===== src/rtl/connect4_pkg.sv =====
// Shared Connect Four board geometry, cell indexing and drop-animation states.
//   ROWS/COLS   : board dimensions (row 0 is the bottom row)
//   idx()       : flat occupancy bit index for (row, col) = row*7 + col
//   drop_state_t: states of the chip-drop sequencer
package connect4_pkg;

    localparam int unsigned ROWS  = 6;
    localparam int unsigned COLS  = 7;
    localparam int unsigned CELLS = ROWS * COLS;
    localparam int unsigned ROW_W = 3;
    localparam int unsigned COL_W = 3;
    localparam int unsigned IDX_W = 6;
    localparam int unsigned CNT_W = 8;

    typedef enum logic [2:0] {
        ST_IDLE   = 3'd0,
        ST_CHECK  = 3'd1,
        ST_FALL   = 3'd2,
        ST_BOUNCE = 3'd3,
        ST_SETTLE = 3'd4,
        ST_COMMIT = 3'd5
    } drop_state_t;

    function automatic logic [IDX_W-1:0] idx(input logic [ROW_W-1:0] row,
                                             input logic [COL_W-1:0] col);
        return IDX_W'(32'(row) * 32'(COLS) + 32'(col));
    endfunction

endpackage


===== src/rtl/landing_row_finder.sv =====
// Combinational landing-row lookup for one column of the board.
//   occupancy_i : 42-bit combined occupancy (both players), bit = row*7 + col
//   col_i       : column to probe (values above 6 are treated as full)
//   land_row_o  : lowest empty row in the column (0 when the column is full)
//   full_o      : column has no empty cell, or column is out of range
module landing_row_finder
    import connect4_pkg::*;
(
    input  logic [CELLS-1:0] occupancy_i,
    input  logic [COL_W-1:0] col_i,
    output logic [ROW_W-1:0] land_row_o,
    output logic             full_o
);

    logic [ROWS-1:0] col_bits;

    // Gather the column's cells; an out-of-range column reads as all occupied.
    always_comb begin
        col_bits = '1;
        for (int c = 0; c < int'(COLS); c++) begin
            if (col_i == COL_W'(c)) begin
                for (int r = 0; r < int'(ROWS); r++) begin
                    col_bits[r] = occupancy_i[idx(ROW_W'(r), COL_W'(c))];
                end
            end
        end
    end

    // Scan top-down so the lowest clear row wins.
    always_comb begin
        land_row_o = '0;
        for (int r = int'(ROWS) - 1; r >= 0; r--) begin
            if (!col_bits[r]) begin
                land_row_o = ROW_W'(r);
            end
        end
        full_o = &col_bits;
    end

endmodule


===== src/rtl/chip_drop_animator.sv =====
// Falling-chip animation sequencer for the Connect Four board.
// Accepts a drop request, finds the landing row, walks anim_row down from the
// top row paced by frame_tick, rests at the landing row, then pulses commit.
// Optional macro DROP_BOUNCE_EN adds a one-row bounce before settling (L<5).
//   vga_clock, reset_n (sync, active-low)
//   frame_tick                         : per-frame pacing pulse
//   drop_req/drop_col/drop_player      : drop request, taken while drop_ready
//   color_p0/color_p1                  : board occupancy per player
//   drop_ready/drop_reject             : handshake status
//   anim_active/anim_col/anim_row/anim_player : display overlay
//   commit_valid/commit_col/commit_row/commit_player : board write pulse
module chip_drop_animator
    import connect4_pkg::*;
#(
    parameter int unsigned FRAMES_PER_ROW = 4,
    parameter int unsigned SETTLE_FRAMES  = 8
) (
    input  logic             vga_clock,
    input  logic             reset_n,
    input  logic             frame_tick,
    input  logic             drop_req,
    input  logic [COL_W-1:0] drop_col,
    input  logic             drop_player,
    input  logic [CELLS-1:0] color_p0,
    input  logic [CELLS-1:0] color_p1,
    output logic             drop_ready,
    output logic             drop_reject,
    output logic             anim_active,
    output logic [COL_W-1:0] anim_col,
    output logic [ROW_W-1:0] anim_row,
    output logic             anim_player,
    output logic             commit_valid,
    output logic [COL_W-1:0] commit_col,
    output logic [ROW_W-1:0] commit_row,
    output logic             commit_player
);

    localparam logic [CNT_W-1:0] FALL_LAST   = CNT_W'(FRAMES_PER_ROW - 1);
    localparam logic [CNT_W-1:0] SETTLE_LAST = CNT_W'(SETTLE_FRAMES - 1);
    localparam logic [ROW_W-1:0] TOP_ROW     = ROW_W'(ROWS - 1);

    drop_state_t      state_q, state_d;
    logic [CNT_W-1:0] cnt_q, cnt_d;
    logic [COL_W-1:0] col_q, col_d;
    logic             player_q, player_d;
    logic [ROW_W-1:0] land_q, land_d;
    logic             drop_ready_q, drop_ready_d;
    logic             drop_reject_q, drop_reject_d;
    logic             anim_active_q, anim_active_d;
    logic [COL_W-1:0] anim_col_q, anim_col_d;
    logic [ROW_W-1:0] anim_row_q, anim_row_d;
    logic             anim_player_q, anim_player_d;
    logic             commit_valid_q, commit_valid_d;
    logic [COL_W-1:0] commit_col_q, commit_col_d;
    logic [ROW_W-1:0] commit_row_q, commit_row_d;
    logic             commit_player_q, commit_player_d;

    logic [ROW_W-1:0] land_row;
    logic             col_full;

    landing_row_finder u_finder (
        .occupancy_i (color_p0 | color_p1),
        .col_i       (col_q),
        .land_row_o  (land_row),
        .full_o      (col_full)
    );

    // Next-state and registered-output logic.
    always_comb begin
        state_d         = state_q;
        cnt_d           = cnt_q;
        col_d           = col_q;
        player_d        = player_q;
        land_d          = land_q;
        drop_reject_d   = 1'b0;
        anim_active_d   = anim_active_q;
        anim_col_d      = anim_col_q;
        anim_row_d      = anim_row_q;
        anim_player_d   = anim_player_q;
        commit_valid_d  = 1'b0;
        commit_col_d    = commit_col_q;
        commit_row_d    = commit_row_q;
        commit_player_d = commit_player_q;

        case (state_q)
            ST_IDLE: begin
                if (drop_req) begin
                    col_d    = drop_col;
                    player_d = drop_player;
                    state_d  = ST_CHECK;
                end
            end
            ST_CHECK: begin
                if (col_full) begin
                    drop_reject_d = 1'b1;
                    state_d       = ST_IDLE;
                end else begin
                    anim_active_d = 1'b1;
                    anim_row_d    = TOP_ROW;
                    anim_col_d    = col_q;
                    anim_player_d = player_q;
                    land_d        = land_row;
                    cnt_d         = '0;
                    state_d       = ST_FALL;
                end
            end
            ST_FALL: begin
                if (frame_tick) begin
                    if (cnt_q == FALL_LAST) begin
                        cnt_d = '0;
                        if (anim_row_q > land_q) begin
                            anim_row_d = anim_row_q - ROW_W'(1);
                        end else begin
`ifdef DROP_BOUNCE_EN
                            if (land_q < TOP_ROW) begin
                                anim_row_d = land_q + ROW_W'(1);
                                state_d    = ST_BOUNCE;
                            end else begin
                                state_d = ST_SETTLE;
                            end
`else
                            state_d = ST_SETTLE;
`endif
                        end
                    end else begin
                        cnt_d = cnt_q + CNT_W'(1);
                    end
                end
            end
`ifdef DROP_BOUNCE_EN
            ST_BOUNCE: begin
                if (frame_tick) begin
                    if (cnt_q == FALL_LAST) begin
                        cnt_d      = '0;
                        anim_row_d = land_q;
                        state_d    = ST_SETTLE;
                    end else begin
                        cnt_d = cnt_q + CNT_W'(1);
                    end
                end
            end
`endif
            ST_SETTLE: begin
                if (frame_tick) begin
                    if (cnt_q == SETTLE_LAST) begin
                        cnt_d           = '0;
                        commit_valid_d  = 1'b1;
                        commit_col_d    = col_q;
                        commit_row_d    = land_q;
                        commit_player_d = player_q;
                        state_d         = ST_COMMIT;
                    end else begin
                        cnt_d = cnt_q + CNT_W'(1);
                    end
                end
            end
            ST_COMMIT: begin
                // Overlay stays up through the commit cycle, drops on IDLE entry.
                anim_active_d = 1'b0;
                state_d       = ST_IDLE;
            end
            default: begin
                state_d = ST_IDLE;
            end
        endcase

        drop_ready_d = (state_d == ST_IDLE);
    end

    // State and output registers.
    always_ff @(posedge vga_clock) begin
        if (!reset_n) begin
            state_q         <= ST_IDLE;
            cnt_q           <= '0;
            col_q           <= '0;
            player_q        <= 1'b0;
            land_q          <= '0;
            drop_ready_q    <= 1'b1;
            drop_reject_q   <= 1'b0;
            anim_active_q   <= 1'b0;
            anim_col_q      <= '0;
            anim_row_q      <= '0;
            anim_player_q   <= 1'b0;
            commit_valid_q  <= 1'b0;
            commit_col_q    <= '0;
            commit_row_q    <= '0;
            commit_player_q <= 1'b0;
        end else begin
            state_q         <= state_d;
            cnt_q           <= cnt_d;
            col_q           <= col_d;
            player_q        <= player_d;
            land_q          <= land_d;
            drop_ready_q    <= drop_ready_d;
            drop_reject_q   <= drop_reject_d;
            anim_active_q   <= anim_active_d;
            anim_col_q      <= anim_col_d;
            anim_row_q      <= anim_row_d;
            anim_player_q   <= anim_player_d;
            commit_valid_q  <= commit_valid_d;
            commit_col_q    <= commit_col_d;
            commit_row_q    <= commit_row_d;
            commit_player_q <= commit_player_d;
        end
    end

    assign drop_ready    = drop_ready_q;
    assign drop_reject   = drop_reject_q;
    assign anim_active   = anim_active_q;
    assign anim_col      = anim_col_q;
    assign anim_row      = anim_row_q;
    assign anim_player   = anim_player_q;
    assign commit_valid  = commit_valid_q;
    assign commit_col    = commit_col_q;
    assign commit_row    = commit_row_q;
    assign commit_player = commit_player_q;

endmodule


===== config.mk =====
export PLATFORM = sky130hd
export DESIGN_NAME = chip_drop_animator
export DESIGN_NICKNAME = d
export VERILOG_FILES = /design/src/rtl/connect4_pkg.sv /design/src/rtl/landing_row_finder.sv /design/src/rtl/chip_drop_animator.sv
export SDC_FILE = /design/constraint.sdc
export NUM_CORES = 1
export LEC_CHECK = 0
export CORE_UTILIZATION = 42
export DETAILED_ROUTE_END_ITERATION = 10
export GPL_TIMING_DRIVEN = 0
export PLACE_DENSITY_LB_ADDON = 0.2
export SLEW_MARGIN = 10
export SYNTH_ARGS = -nofsm -noshare
export SYNTH_HDL_FRONTEND = slang
export SYNTH_HIERARCHICAL = 1
export SYNTH_SLANG_ARGS = --single-unit

===== constraint.sdc =====
create_clock -name vga_clock -period 4.3 [get_ports vga_clock]
set_input_delay 1.29 -clock vga_clock [delete_from_list [all_inputs] [get_ports vga_clock]]
set_output_delay 1.29 -clock vga_clock [all_outputs]
set_load 0.005 [all_outputs]

==> results of run 1 <==
[cells in the mapped netlist (all sizes together), types with 6 or more instances]
library cell  count  share of area, %
xnor2             6               2.2
a21oi             7               1.6
dfxtp            36                30
a21boi            9               2.8
nor2b            15               3.9
nor2             17               2.7
mux2i            15               6.3
o21ai             8               1.7
buf               6               2.3
nand2            25               3.9
or2              42                11
inv               9               1.4
clkbuf            8               1.3
[layout by cell type (no fill, tap or decap), types with 6 or more instances in the layout]
| master | synthesis | final |
|---|---|---|
| sky130_fd_sc_hd__clkdlybuf4s50_1 | 0 | 109 |
| sky130_fd_sc_hd__or2_2 | 42 | 42 |
| sky130_fd_sc_hd__dfxtp_1 | 36 | 36 |
| sky130_fd_sc_hd__nand2_1 | 25 | 25 |
| sky130_fd_sc_hd__nor2_1 | 17 | 17 |
| sky130_fd_sc_hd__nor2b_1 | 15 | 15 |
| sky130_fd_sc_hd__mux2i_1 | 15 | 15 |
| sky130_fd_sc_hd__inv_1 | 9 | 9 |
| sky130_fd_sc_hd__a21boi_0 | 9 | 9 |
| sky130_fd_sc_hd__o21ai_0 | 7 | 7 |
| sky130_fd_sc_hd__clkbuf_1 | 7 | 7 |
| sky130_fd_sc_hd__a21oi_1 | 6 | 6 |
| sky130_fd_sc_hd__xnor2_1 | 6 | 6 |
[worst min-delay path by stage]
stage,endpoint,from
3_3_place_gp,anim_col[2],anim_col[2]
3_5_place_dp,anim_col[1],anim_col[1]
5_1_grt,anim_player,anim_player
4_1_cts,anim_col[1],anim_col[1]
6_report,anim_col[2],anim_col[2]
2_1_floorplan,anim_player,player_q
[per-stage QoR]
step	TNS [ns]	worst slack, ns	utilization (%)	hold slack, ns
after global placement	-1.11	-0.209	65.1	0.451
after global routing	0	0.0208	67.4	0.500
after CTS	0	0.0604	67.1	0.471
after detailed placement	-1.54	-0.265	65.1	0.461
final	0	0.170	67.4	0.466
after floorplan	0	0.487	-	0.453
[flip-flops by register name, summed over array words and instances (netlist names), 3 cells and up]
signal and count:
commit_col 3, state_q 3, anim_col 3, anim_row 3
col_q 3, commit_row 3, cnt_q 8, land_q 3
[worst register-to-register path, stage by stage (launching register included)]
cell and delay, ns:
sky130_fd_sc_hd__dfxtp_1 0.46, sky130_fd_sc_hd__buf_2 0.28, sky130_fd_sc_hd__or2b_1 0.15, sky130_fd_sc_hd__o22ai_1 0.12, sky130_fd_sc_hd__a21oi_2 0.23, sky130_fd_sc_hd__nand3b_1 0.12, sky130_fd_sc_hd__nor3b_1 0.43, sky130_fd_sc_hd__nor4b_2 0.12
sky130_fd_sc_hd__a221oi_1 0.37, sky130_fd_sc_hd__clkbuf_1 0.41, sky130_fd_sc_hd__nor3_1 0.13, sky130_fd_sc_hd__xnor2_1 0.15, sky130_fd_sc_hd__nor2_1 0.05
[power breakdown]
part           switching (mW)  total, mW  internal (mW)
Clock                   0.127      0.298          0.171
Combinational          0.0968      0.254          0.157
Sequential             0.0114      0.357          0.346
Total                   0.235      0.910          0.675
[final cells by class]
class                           count  area share [%]
Clock buffer                        5            1.85
Clock inverter                      3            1.15
Multi-Input combinational cell    221            42.5
Buffer                             14            2.33
Timing Repair Buffer              109            29.4
Sequential cell                    36            19.4
Tap cell                           72            2.43
Inverter                            9           0.911
[logic make-up after synthesis]
kind of cell / count (synthesis) / share of synthesized area, %
DFF: 36 / 30.0
adders and majority gates: 5 / 2.61
xor gates and xnor gates: 8 / 2.92
AOI/OAI and AO/OA: 47 / 13.5
buffers and inverters: 23 / 5.00
and+or+nand+nor: 136 / 32.6
muxes: 25 / 13.3
[metal layers]
metal  routed length [um]  part of all wire, %  up-vias  GRT usage (%)
met5                    0                    0        -              0
li1                     -                    -     1209              -
met2                 3130                   49       71           40.3
met4                  155                  2.4        0           9.06
met1                 2760                   43     1082           26.8
met3                  392                  6.1       19           5.29
==> run summary, run 1 <==
STATUS
--------------------------------------------------------------------------------------------------------
Run status                                                                                  complete, no violations

WORST SETUP PATH
--------------------------------------------------------------------------------------------------------
Worst-case register-to-register setup slack                                                      1.15 ns
Worst setup startpoint                                                                       color_p1[3]
Sort of element at the start of the critical path                                           primary input
Category of cells accounting for the largest share of critical-path delay                   simple AND/OR/NAND/NOR gates
Critical path depth                                                                                   13
Delay contributed by the slowest stage of the critical path                                      0.50 ns
Master of the slowest instance on the critical path                                         sky130_fd_sc_hd__mux4_2
Buffers plus inverters on the worst setup path                                                         2
Worst r2r path cells                                                                                  12
Worst setup path endpoint                                                                       cnt_q[6]
Crit path capture type                                                                              flop
Crit path kind                                                                              primary input to flop
Arrival time reported for the critical path endpoint                                             4.31 ns
Reg2reg start                                                                                   col_q[2]
Worst r2r dst                                                                                   cnt_q[5]
Peak fanout along the critical path                                                                   10
Worst Path Required                                                                              4.48 ns
Sequence of cells on the critical path                                                      clkdlybuf4s50_1, or2_2, mux4_2, and3_1, a31oi_1, nand3b_1, nor3b_1, nor4b_2, a221oi_1, clkbuf_1, nor4_2, xnor2_1, nor2_1

FLOORPLANNING
--------------------------------------------------------------------------------------------------------
Core area                                                                                    0.00551 mm2
Effective utilization at floorplan                                                                 43.6%
Site Rows                                                                                             27
Die span in y                                                                                    77.6 um
Die W                                                                                            77.6 um
Die ar.                                                                                      0.00602 mm2
Number of primary I/O pins                                                                           110

CLOCK TREE
--------------------------------------------------------------------------------------------------------
TritonCTS clock tree                                                                                done
Max clock buf depth                                                                                    2
CTS Sinks                                                                                             36
Number of buffers added by the clock tree synthesis step                                               5
Count of hold buffers inserted by post-cts repair                                                      0
Latest clock arrival within the worst-skew pair                                                  0.30 ns
Root Driver                                                                                 sky130_fd_sc_hd__clkbuf_8
Setup bufs post-CTS                                                                                    0
# H-tree levels                                                                                        2
Resize count post-CTS                                                                                  0
Post-CTS clock slew at the launch and capture registers of the worst setup and hold paths        0.07 ns

DETAILED ROUTING
--------------------------------------------------------------------------------------------------------
Pre-Repair DR Iteration Count                                                                          4
First DRT Iteration DRCs                                                                              72
Total number of vias                                                                                2381
Post-detailed-route DRC marker count                                                                   0
Via/cell ratio                                                                                      5.08
Wirelength per Cell                                                                              13.7 um
Detail Route Antenna Nets                                                                              0
Detailed Route WL                                                                                6430 um

LAYOUT
--------------------------------------------------------------------------------------------------------
Combined area of the multi-input logic cells                                                 0.00158 mm2
Number of standard cells in the layout, taps in and fillers out                                      469
# fillers                                                                                            449
Synthesis-to-finish area growth                                                                    54.5%
Final standard cell area without fillers                                                     0.00371 mm2
Share of post-route cells with drive strength above 1                                              19.1%
Seq. cell area                                                                                   721 um2
Net count reported at finish                                                                         493
Diode insertion count for antenna repair                                                               0

PWR
--------------------------------------------------------------------------------------------------------
Pleak                                                                                            1.30 nW
Worst vdd ir                                                                                      179 uV
Total power per unit cell area                                                                245 mW/mm2
Final Total Pwr                                                                                   910 uW

SYNTHESIS
--------------------------------------------------------------------------------------------------------
Per-instance average area after synthesis                                                       8.58 um2
Combined area of all synthesized cells                                                       0.00240 mm2
Post-synthesis cell type count                                                                        56
Sequential-to-total area share from yosys stat                                                     30.0%
Number of enable-type register cells in the synthesized netlist                                        0
Synthesized instance count                                                                           280
Most used flip-flop cell after synthesis                                                    sky130_fd_sc_hd__dfxtp_1
Yosys warns                                                                                            6
Syn Nets                                                                                             377
Flip-flop and latch count after synthesis                                                             36
Fraction of synthesis flops using an asynchronous set or reset pin                                    0%

GRT
--------------------------------------------------------------------------------------------------------
Wire length of the first global-routing pass                                                    10900 um
Via count of the first global-routing pass                                                          2440
Pin count of the biggest net entering global routing                                                  13
Overall global routing resource usage                                                              23.0%
Antenna violations before repair                                                                       0
Residual overflow from global routing                                                                  0

TIMING
--------------------------------------------------------------------------------------------------------
Final period util                                                                                  96.1%
Max Clock Skew                                                                                0.00439 ns
Endpoints failing hold                                                                                 0
Pins Over Slew Limit                                                                                   0
Rel. slew slack                                                                                    47.1%
Endpoints failing setup                                                                                0
Slew @ Worst Pin                                                                                0.788 ns
Final period demand of the worst path                                                            4.13 ns
Unrepaired setup endpoints after global routing                                                    false
Highest clock frequency the design can meet                                                      242 MHz

PLACE
--------------------------------------------------------------------------------------------------------
Total instance count after detailed placement                                                        461
Post-DP HPWL                                                                                     5200 um
Number of buffers added on ports                                                                     109
GP Congestion                                                                                      0.838
Post-detailed-placement cell area                                                            0.00358 mm2

HOLD PATH
--------------------------------------------------------------------------------------------------------
Worst hold path type                                                                        flop to flop
Hold Path Depth                                                                                        2

RUN
--------------------------------------------------------------------------------------------------------
Number of violations of the max-capacitance limit                                                      0

Note: power is estimated with default switching activity, not from simulation.
==> inputs of run 2 (changes only) <==
Settings changed: ABC_AREA set to 1, CORE_UTILIZATION 42 to 43, SYNTH_HIERARCHICAL 1 to unset.
==> run summary, run 2 <==
DETAILED ROUTING
--------------------------------------------------------------------------------------------------------
Wirelength per Cell                                                                              11.7 um
Via/cell ratio                                                                                      4.74
Post-detailed-route DRC marker count                                                                   0
First DRT Iteration DRCs                                                                             125
Detailed Route WL                                                                                7020 um
Total number of vias                                                                                2842
Pre-Repair DR Iteration Count                                                                          4
Detail Route Antenna Nets                                                                              0

STATUS
--------------------------------------------------------------------------------------------------------
Run status                                                                                  complete, no violations

WORST SETUP PATH
--------------------------------------------------------------------------------------------------------
Critical path depth                                                                                    9
Arrival time reported for the critical path endpoint                                             3.05 ns
Delay contributed by the slowest stage of the critical path                                      0.46 ns
Crit path capture type                                                                              flop
Category of cells accounting for the largest share of critical-path delay                   compound AO/OA/AOI/OAI gates
Sequence of cells on the critical path                                                      clkdlybuf4s50_1, inv_1, nand2_1, nand2_1, a21oi_1, nand2_1, o21ai_2, nand3_1, o21ai_1
Worst setup startpoint                                                                      color_p0[30]
Worst r2r path cells                                                                                   8
Master of the slowest instance on the critical path                                         sky130_fd_sc_hd__clkdlybuf4s50_1
Worst setup path endpoint                                                                     drop_ready
Worst-case register-to-register setup slack                                                      2.30 ns
Sort of element at the start of the critical path                                           primary input
Worst Path Required                                                                              4.51 ns
Crit path kind                                                                              primary input to flop
Worst r2r dst                                                                               commit_col[2]
Peak fanout along the critical path                                                                   10
CP dominant cell by count                                                                   sky130_fd_sc_hd__nand2_1
Buffers plus inverters on the worst setup path                                                         2
Reg2reg start                                                                                   cnt_q[0]

SYNTHESIS
--------------------------------------------------------------------------------------------------------
Combined area of all synthesized cells                                                       0.00249 mm2
Area share of the largest cell type after synthesis                                                29.0%
Most used flip-flop cell after synthesis                                                    sky130_fd_sc_hd__dfxtp_1
Sequential-to-total area share from yosys stat                                                     29.0%
Synthesized instance count                                                                           411
Per-instance average area after synthesis                                                       6.05 um2
Fraction of synthesis flops using an asynchronous set or reset pin                                    0%
Most common cell in the netlist                                                             sky130_fd_sc_hd__nand2_1
Area contributors post-synth                                                                sky130_fd_sc_hd__dfxtp_1, sky130_fd_sc_hd__nand2_1, sky130_fd_sc_hd__nor2_1
Flip-flop and latch count after synthesis                                                             36
Yosys warns                                                                                            0
Syn Nets                                                                                             508
Largest area contributor in the synthesized netlist                                         sky130_fd_sc_hd__dfxtp_1
Post-synthesis cell type count                                                                        31
Top cells by instance count after synthesis                                                 sky130_fd_sc_hd__nand2_1, sky130_fd_sc_hd__nor2_1, sky130_fd_sc_hd__inv_1
Number of enable-type register cells in the synthesized netlist                                        0

FLOORPLANNING
--------------------------------------------------------------------------------------------------------
Site Rows                                                                                             27
Die W                                                                                            78.0 um
Die span in y                                                                                    78.0 um
Core area                                                                                    0.00554 mm2
Die ar.                                                                                      0.00609 mm2
Number of primary I/O pins                                                                           110
Effective utilization at floorplan                                                                 44.9%

PWR
--------------------------------------------------------------------------------------------------------
Pleak                                                                                            1.72 nW
Total power per unit cell area                                                                275 mW/mm2
Worst vdd ir                                                                                      163 uV
Final Total Pwr                                                                                  1.03 mW

TIMING
--------------------------------------------------------------------------------------------------------
Final period demand of the worst path                                                            2.84 ns
Max Clock Skew                                                                                0.00422 ns
Unrepaired setup endpoints after global routing                                                    false
Endpoints failing hold                                                                                 0
Final period util                                                                                  66.1%
Highest clock frequency the design can meet                                                      352 MHz
Slew @ Worst Pin                                                                                0.514 ns
Setup TNS                                                                                           0 ns
Rel. slew slack                                                                                    65.8%
Pins Over Slew Limit                                                                                   0
Endpoints failing setup                                                                                0

LAYOUT
--------------------------------------------------------------------------------------------------------
Highest-count cells in the layout ignoring fill and taps                                    sky130_fd_sc_hd__clkdlybuf4s50_1, sky130_fd_sc_hd__nand2_1, sky130_fd_sc_hd__nor2_1
Net count reported at finish                                                                         624
Synthesis-to-finish area growth                                                                    51.3%
Combined area of the multi-input logic cells                                                 0.00143 mm2
Flip-flop count of the largest register after layout                                                   8
# fillers                                                                                            514
Seq. cell area                                                                                   721 um2
Most frequent standard cell in the layout excluding fill and tap cells                      sky130_fd_sc_hd__clkdlybuf4s50_1
Diode insertion count for antenna repair                                                               0
Share of post-route cells with drive strength above 1                                              7.20%
Register bank with the most flops                                                                  cnt_q
Final standard cell area without fillers                                                     0.00376 mm2

CLOCK TREE
--------------------------------------------------------------------------------------------------------
Root Driver                                                                                 sky130_fd_sc_hd__clkbuf_8
Setup bufs post-CTS                                                                                    0
Max clock buf depth                                                                                    2
Resize count post-CTS                                                                                  0
Post-CTS clock slew at the launch and capture registers of the worst setup and hold paths        0.07 ns
Number of buffers added by the clock tree synthesis step                                               5
TritonCTS clock tree                                                                                done
CTS Sinks                                                                                             36
Latest clock arrival within the worst-skew pair                                                  0.28 ns
Count of hold buffers inserted by post-cts repair                                                      0
# H-tree levels                                                                                        2

HOLD PATH
--------------------------------------------------------------------------------------------------------
Worst hold path type                                                                        flop to flop

GRT
--------------------------------------------------------------------------------------------------------
Residual overflow from global routing                                                                  0
Antenna violations before repair                                                                       0
Pin count of the biggest net entering global routing                                                  12
Overall global routing resource usage                                                              25.0%
Wire length of the first global-routing pass                                                    12100 um
Via count of the first global-routing pass                                                          2835

PLACE
--------------------------------------------------------------------------------------------------------
Post-detailed-placement cell area                                                            0.00367 mm2
GP Congestion                                                                                      0.846
Number of buffers added on ports                                                                     109
Post-DP HPWL                                                                                     5720 um

RUN
--------------------------------------------------------------------------------------------------------
Number of violations of the max-capacitance limit                                                      0

-- run 2: cell count changes after synthesis, sizes merged, moves of 6 or more --
cell    change
nor2       +61
nor2b      -15
a21oi      +21
nand2      +72
a21boi      -9
or2        -35
mux2i      -15
a211oi      +6
inv        +62
nand3      +38
-- run 2: stage by stage --
| step | hold WS [ns] | std cells | setup slack [ns] | util, % |
|---|---|---|---|---|
| 6_report | 0.490 | 600 | 1.46 | 67.9 |
| 5_1_grt | 0.502 | 600 | 1.30 | 67.9 |
| 4_1_cts | 0.487 | 600 | 1.48 | 67.9 |
| 3_5_place_dp | 0.478 | 592 | 1.18 | 66.2 |
| 3_3_place_gp | 0.471 | 592 | 1.23 | 66.2 |
| 2_1_floorplan | 0.451 | 411 | 1.86 | - |
-- run 2: report_power, final --
part	leakage, nW	switching [mW]	internal (mW)	total, mW
combinational	1.38	0.211	0.193	0.404
sequential	0.293	0.0210	0.361	0.382
clock	0.0445	0.118	0.130	0.248
total	1.72	0.350	0.685	1.03
-- run 2: how the worst min path moves through the flow --
stage / slack (ns) / cells after the start / end / from
2_1_floorplan: 0.45 / 2 / land_q[2] / land_q[2]
3_3_place_gp: 0.47 / 2 / land_q[1] / land_q[1]
3_5_place_dp: 0.48 / 2 / anim_col[2] / anim_col[2]
4_1_cts: 0.49 / 2 / anim_col[2] / anim_col[2]
5_1_grt: 0.50 / 2 / anim_col[2] / anim_col[2]
6_report: 0.49 / 2 / anim_col[2] / anim_col[2]
-- run 2: final cells by class --
cell class                      instances  share of cell area (%)
Buffer                                  9                    1.76
Clock buffer                            7                    2.30
Clock inverter                          1                   0.200
Inverter                               71                    7.15
Multi-Input combinational cell        295                    38.0
Sequential cell                        36                    19.2
Tap cell                               72                    2.40
Timing Repair Buffer                  109                    29.0
-- run 2: metal layers --
metal	part of all wire [%]	vias up	GRT usage, %
met3	6.7	12	6.16
li1	-	1511	-
met2	49	91	43.6
met5	0	-	0
met1	42	1228	29.6
met4	1.9	0	9.26
-- run 2: worst reg2reg max path, cell delays in order, from the launching register on --
cell and delay [ns]:
sky130_fd_sc_hd__dfxtp_1 0.39, sky130_fd_sc_hd__ha_1 0.21, sky130_fd_sc_hd__nand2_1 0.11, sky130_fd_sc_hd__nor3_1 0.26, sky130_fd_sc_hd__inv_1 0.15, sky130_fd_sc_hd__nor3_2 0.27
sky130_fd_sc_hd__buf_2 0.29, sky130_fd_sc_hd__nor2_1 0.06, sky130_fd_sc_hd__a211oi_1 0.17
-- run 2: cell families (layout without fill, tap and decap cells) --
logic type	Yosys count	count (layout)	synth area share [%]
AOI/OAI and AO/OA	49	49	11.3
xor gates and xnor gates	5	5	1.76
adders and majority gates	5	5	2.52
buffers and inverters	80	197	13.5
DFF	36	36	29.0
and+or+nand+nor	236	236	42.0
==> inputs of run 3 (changes only) <==
Settings changed: CORE_UTILIZATION 43 to 38.
Clock period 4.3 ns to 2.6 ns, I/O delays scaled along.
==> run summary, run 3 (synthesis gave the netlist of run 2 again) <==
TIMING
--------------------------------------------------------------------------------------------------------
Pins Over Slew Limit                                                                                   0
Final period util                                                                                  86.8%
Final period demand of the worst path                                                            2.26 ns
Unrepaired setup endpoints after global routing                                                    false
Setup TNS                                                                                           0 ns
Highest clock frequency the design can meet                                                      443 MHz
Max Clock Skew                                                                                0.00543 ns
Endpoints failing hold                                                                                 0
Slew @ Worst Pin                                                                                0.501 ns
Rel. slew slack                                                                                    66.6%
Endpoints failing setup                                                                                0
Post-layout worst setup margin                                                                  0.344 ns

WORST SETUP PATH
--------------------------------------------------------------------------------------------------------
Delay contributed by the slowest stage of the critical path                                      0.45 ns
Master of the slowest instance on the critical path                                         sky130_fd_sc_hd__clkdlybuf4s50_1
Crit path capture type                                                                              flop
Sort of element at the start of the critical path                                           primary input
Sequence of cells on the critical path                                                      clkdlybuf4s50_1, inv_1, nand3b_1, nand2_1, a21oi_1, nand2_1, o21ai_2, nand2_2, nand2_1, a21oi_1
Worst Path Required                                                                              2.76 ns
Crit path kind                                                                              primary input to flop
Peak fanout along the critical path                                                                   10
CP dominant cell by count                                                                   sky130_fd_sc_hd__nand2_1
Arrival time reported for the critical path endpoint                                             2.41 ns
Worst-case register-to-register setup slack                                                      0.60 ns

LAYOUT
--------------------------------------------------------------------------------------------------------
Final standard cell area without fillers                                                     0.00377 mm2
Seq. cell area                                                                                   721 um2
Register bank with the most flops                                                                  cnt_q
Combined area of the multi-input logic cells                                                 0.00143 mm2
Highest-count cells in the layout ignoring fill and taps                                    sky130_fd_sc_hd__clkdlybuf4s50_1, sky130_fd_sc_hd__nand2_1, sky130_fd_sc_hd__nor2_1
Net count reported at finish                                                                         624
Most frequent standard cell in the layout excluding fill and tap cells                      sky130_fd_sc_hd__clkdlybuf4s50_1
# fillers                                                                                            615
Share of post-route cells with drive strength above 1                                              7.20%
Number of standard cells in the layout, taps in and fillers out                                      605
Flip-flop count of the largest register after layout                                                   8
Diode insertion count for antenna repair                                                               0
Synthesis-to-finish area growth                                                                    51.5%

DETAILED ROUTING
--------------------------------------------------------------------------------------------------------
Total number of vias                                                                                2839
Pre-Repair DR Iteration Count                                                                          4
Detail Route Antenna Nets                                                                              0
Wirelength per Cell                                                                              11.7 um
Detailed Route WL                                                                                7100 um
Post-detailed-route DRC marker count                                                                   0
First DRT Iteration DRCs                                                                             114
Via/cell ratio                                                                                      4.69

GRT
--------------------------------------------------------------------------------------------------------
Wire length of the first global-routing pass                                                    12100 um
Antenna violations before repair                                                                       0
Pin count of the biggest net entering global routing                                                  12
Overall global routing resource usage                                                              21.3%
Via count of the first global-routing pass                                                          2673
Residual overflow from global routing                                                                  0

PWR
--------------------------------------------------------------------------------------------------------
Internal Pwr Total                                                                               1.13 mW
Switching component of the power                                                                  584 uW
Final Total Pwr                                                                                  1.72 mW
Net Sw Frac                                                                                        34.0%
Total power per unit cell area                                                                456 mW/mm2
Pleak                                                                                            1.72 nW
Flop pwr share                                                                                     36.8%
Proportion of power drawn by the clock network                                                     24.3%
Part of the power in combinational logic                                                           38.9%
Worst vdd ir                                                                                      387 uV

FLOORPLANNING
--------------------------------------------------------------------------------------------------------
Die span in y                                                                                    82.9 um
Site Rows                                                                                             29
Die W                                                                                            82.9 um
Core area                                                                                    0.00635 mm2
Effective utilization at floorplan                                                                 39.2%
Number of primary I/O pins                                                                           110
Die ar.                                                                                      0.00687 mm2

CLOCK TREE
--------------------------------------------------------------------------------------------------------
Setup bufs post-CTS                                                                                    0
Resize count post-CTS                                                                                  0
CTS Sinks                                                                                             36
Number of buffers added by the clock tree synthesis step                                               5
Post-CTS clock slew at the launch and capture registers of the worst setup and hold paths        0.07 ns
Count of hold buffers inserted by post-cts repair                                                      0
Root Driver                                                                                 sky130_fd_sc_hd__clkbuf_8
Max clock buf depth                                                                                    2
Latest clock arrival within the worst-skew pair                                                  0.29 ns
TritonCTS clock tree                                                                                done
# H-tree levels                                                                                        2

PLACE
--------------------------------------------------------------------------------------------------------
GP Congestion                                                                                      0.823
Post-DP HPWL                                                                                     5760 um
DP Worst Slack                                                                                 0.0135 ns
Post-detailed-placement cell area                                                            0.00367 mm2
Number of buffers added on ports                                                                     109
Total instance count after detailed placement                                                        597

HOLD PATH
--------------------------------------------------------------------------------------------------------
Worst hold path type                                                                        flop to flop

RUN
--------------------------------------------------------------------------------------------------------
Number of violations of the max-capacitance limit                                                      0

STATUS
--------------------------------------------------------------------------------------------------------
Run status                                                                                  complete, no violations

## run 3: cell counts in the layout (fill, tap and decap cells not counted)
No cell type changed its count.
## run 3: power groups by stage
stage | combinational (mW) | sequential [mW] | clock [mW]
after floorplan | 0.401 | 0.638 | 0
after global placement | 0.654 | 0.644 | 0
after detailed placement | 0.669 | 0.644 | 0
after CTS | 0.673 | 0.632 | 0.422
after global routing | 0.752 | 0.639 | 0.455
final | 0.668 | 0.632 | 0.416
## run 3: path summary, 6_finish.rpt
path / startpoint / to / cells after the start
max reg2reg: cnt_q[0] / commit_col[2] / 8
max: color_p0[31] / anim_col[2] / 10
min: anim_col[2] / anim_col[2] / 2
min reg2reg: anim_col[2] / anim_col[2] / 2
## run 3: worst max-delay path: cells and delay by family
kind / cells / cell delay (ns)
AOI/OAI and AO/OA: 3 / 0.65
buffers and inverters: 2 / 0.49
and+or+nand+nor: 5 / 0.50
## run 3: cell type report
cell class                 instances  share of cell area, %
inverter                          71                   7.14
buffer                             9                   1.76
multi-input combinational        295                   38.0
timing repair buffer             109                   29.0
clock buffer                       7                   2.29
tap                               77                   2.56
clock inverter                     1                  0.199
sequential                        36                   19.1
## run 3: per-stage QoR
step / hold slack [ns] / utilization (%)
final: 0.489 / 59.3
after global routing: 0.504 / 59.3
after CTS: 0.487 / 59.3
after detailed placement: 0.477 / 57.9
after global placement: 0.473 / 57.9
after floorplan: 0.451 / -
## run 3: routing by layer
metal  wire, um  global-route usage (%)
met5          0                       0
met3        346                    3.78
met1       3220                    27.4
met2       3450                    37.0
met4         83                    4.70
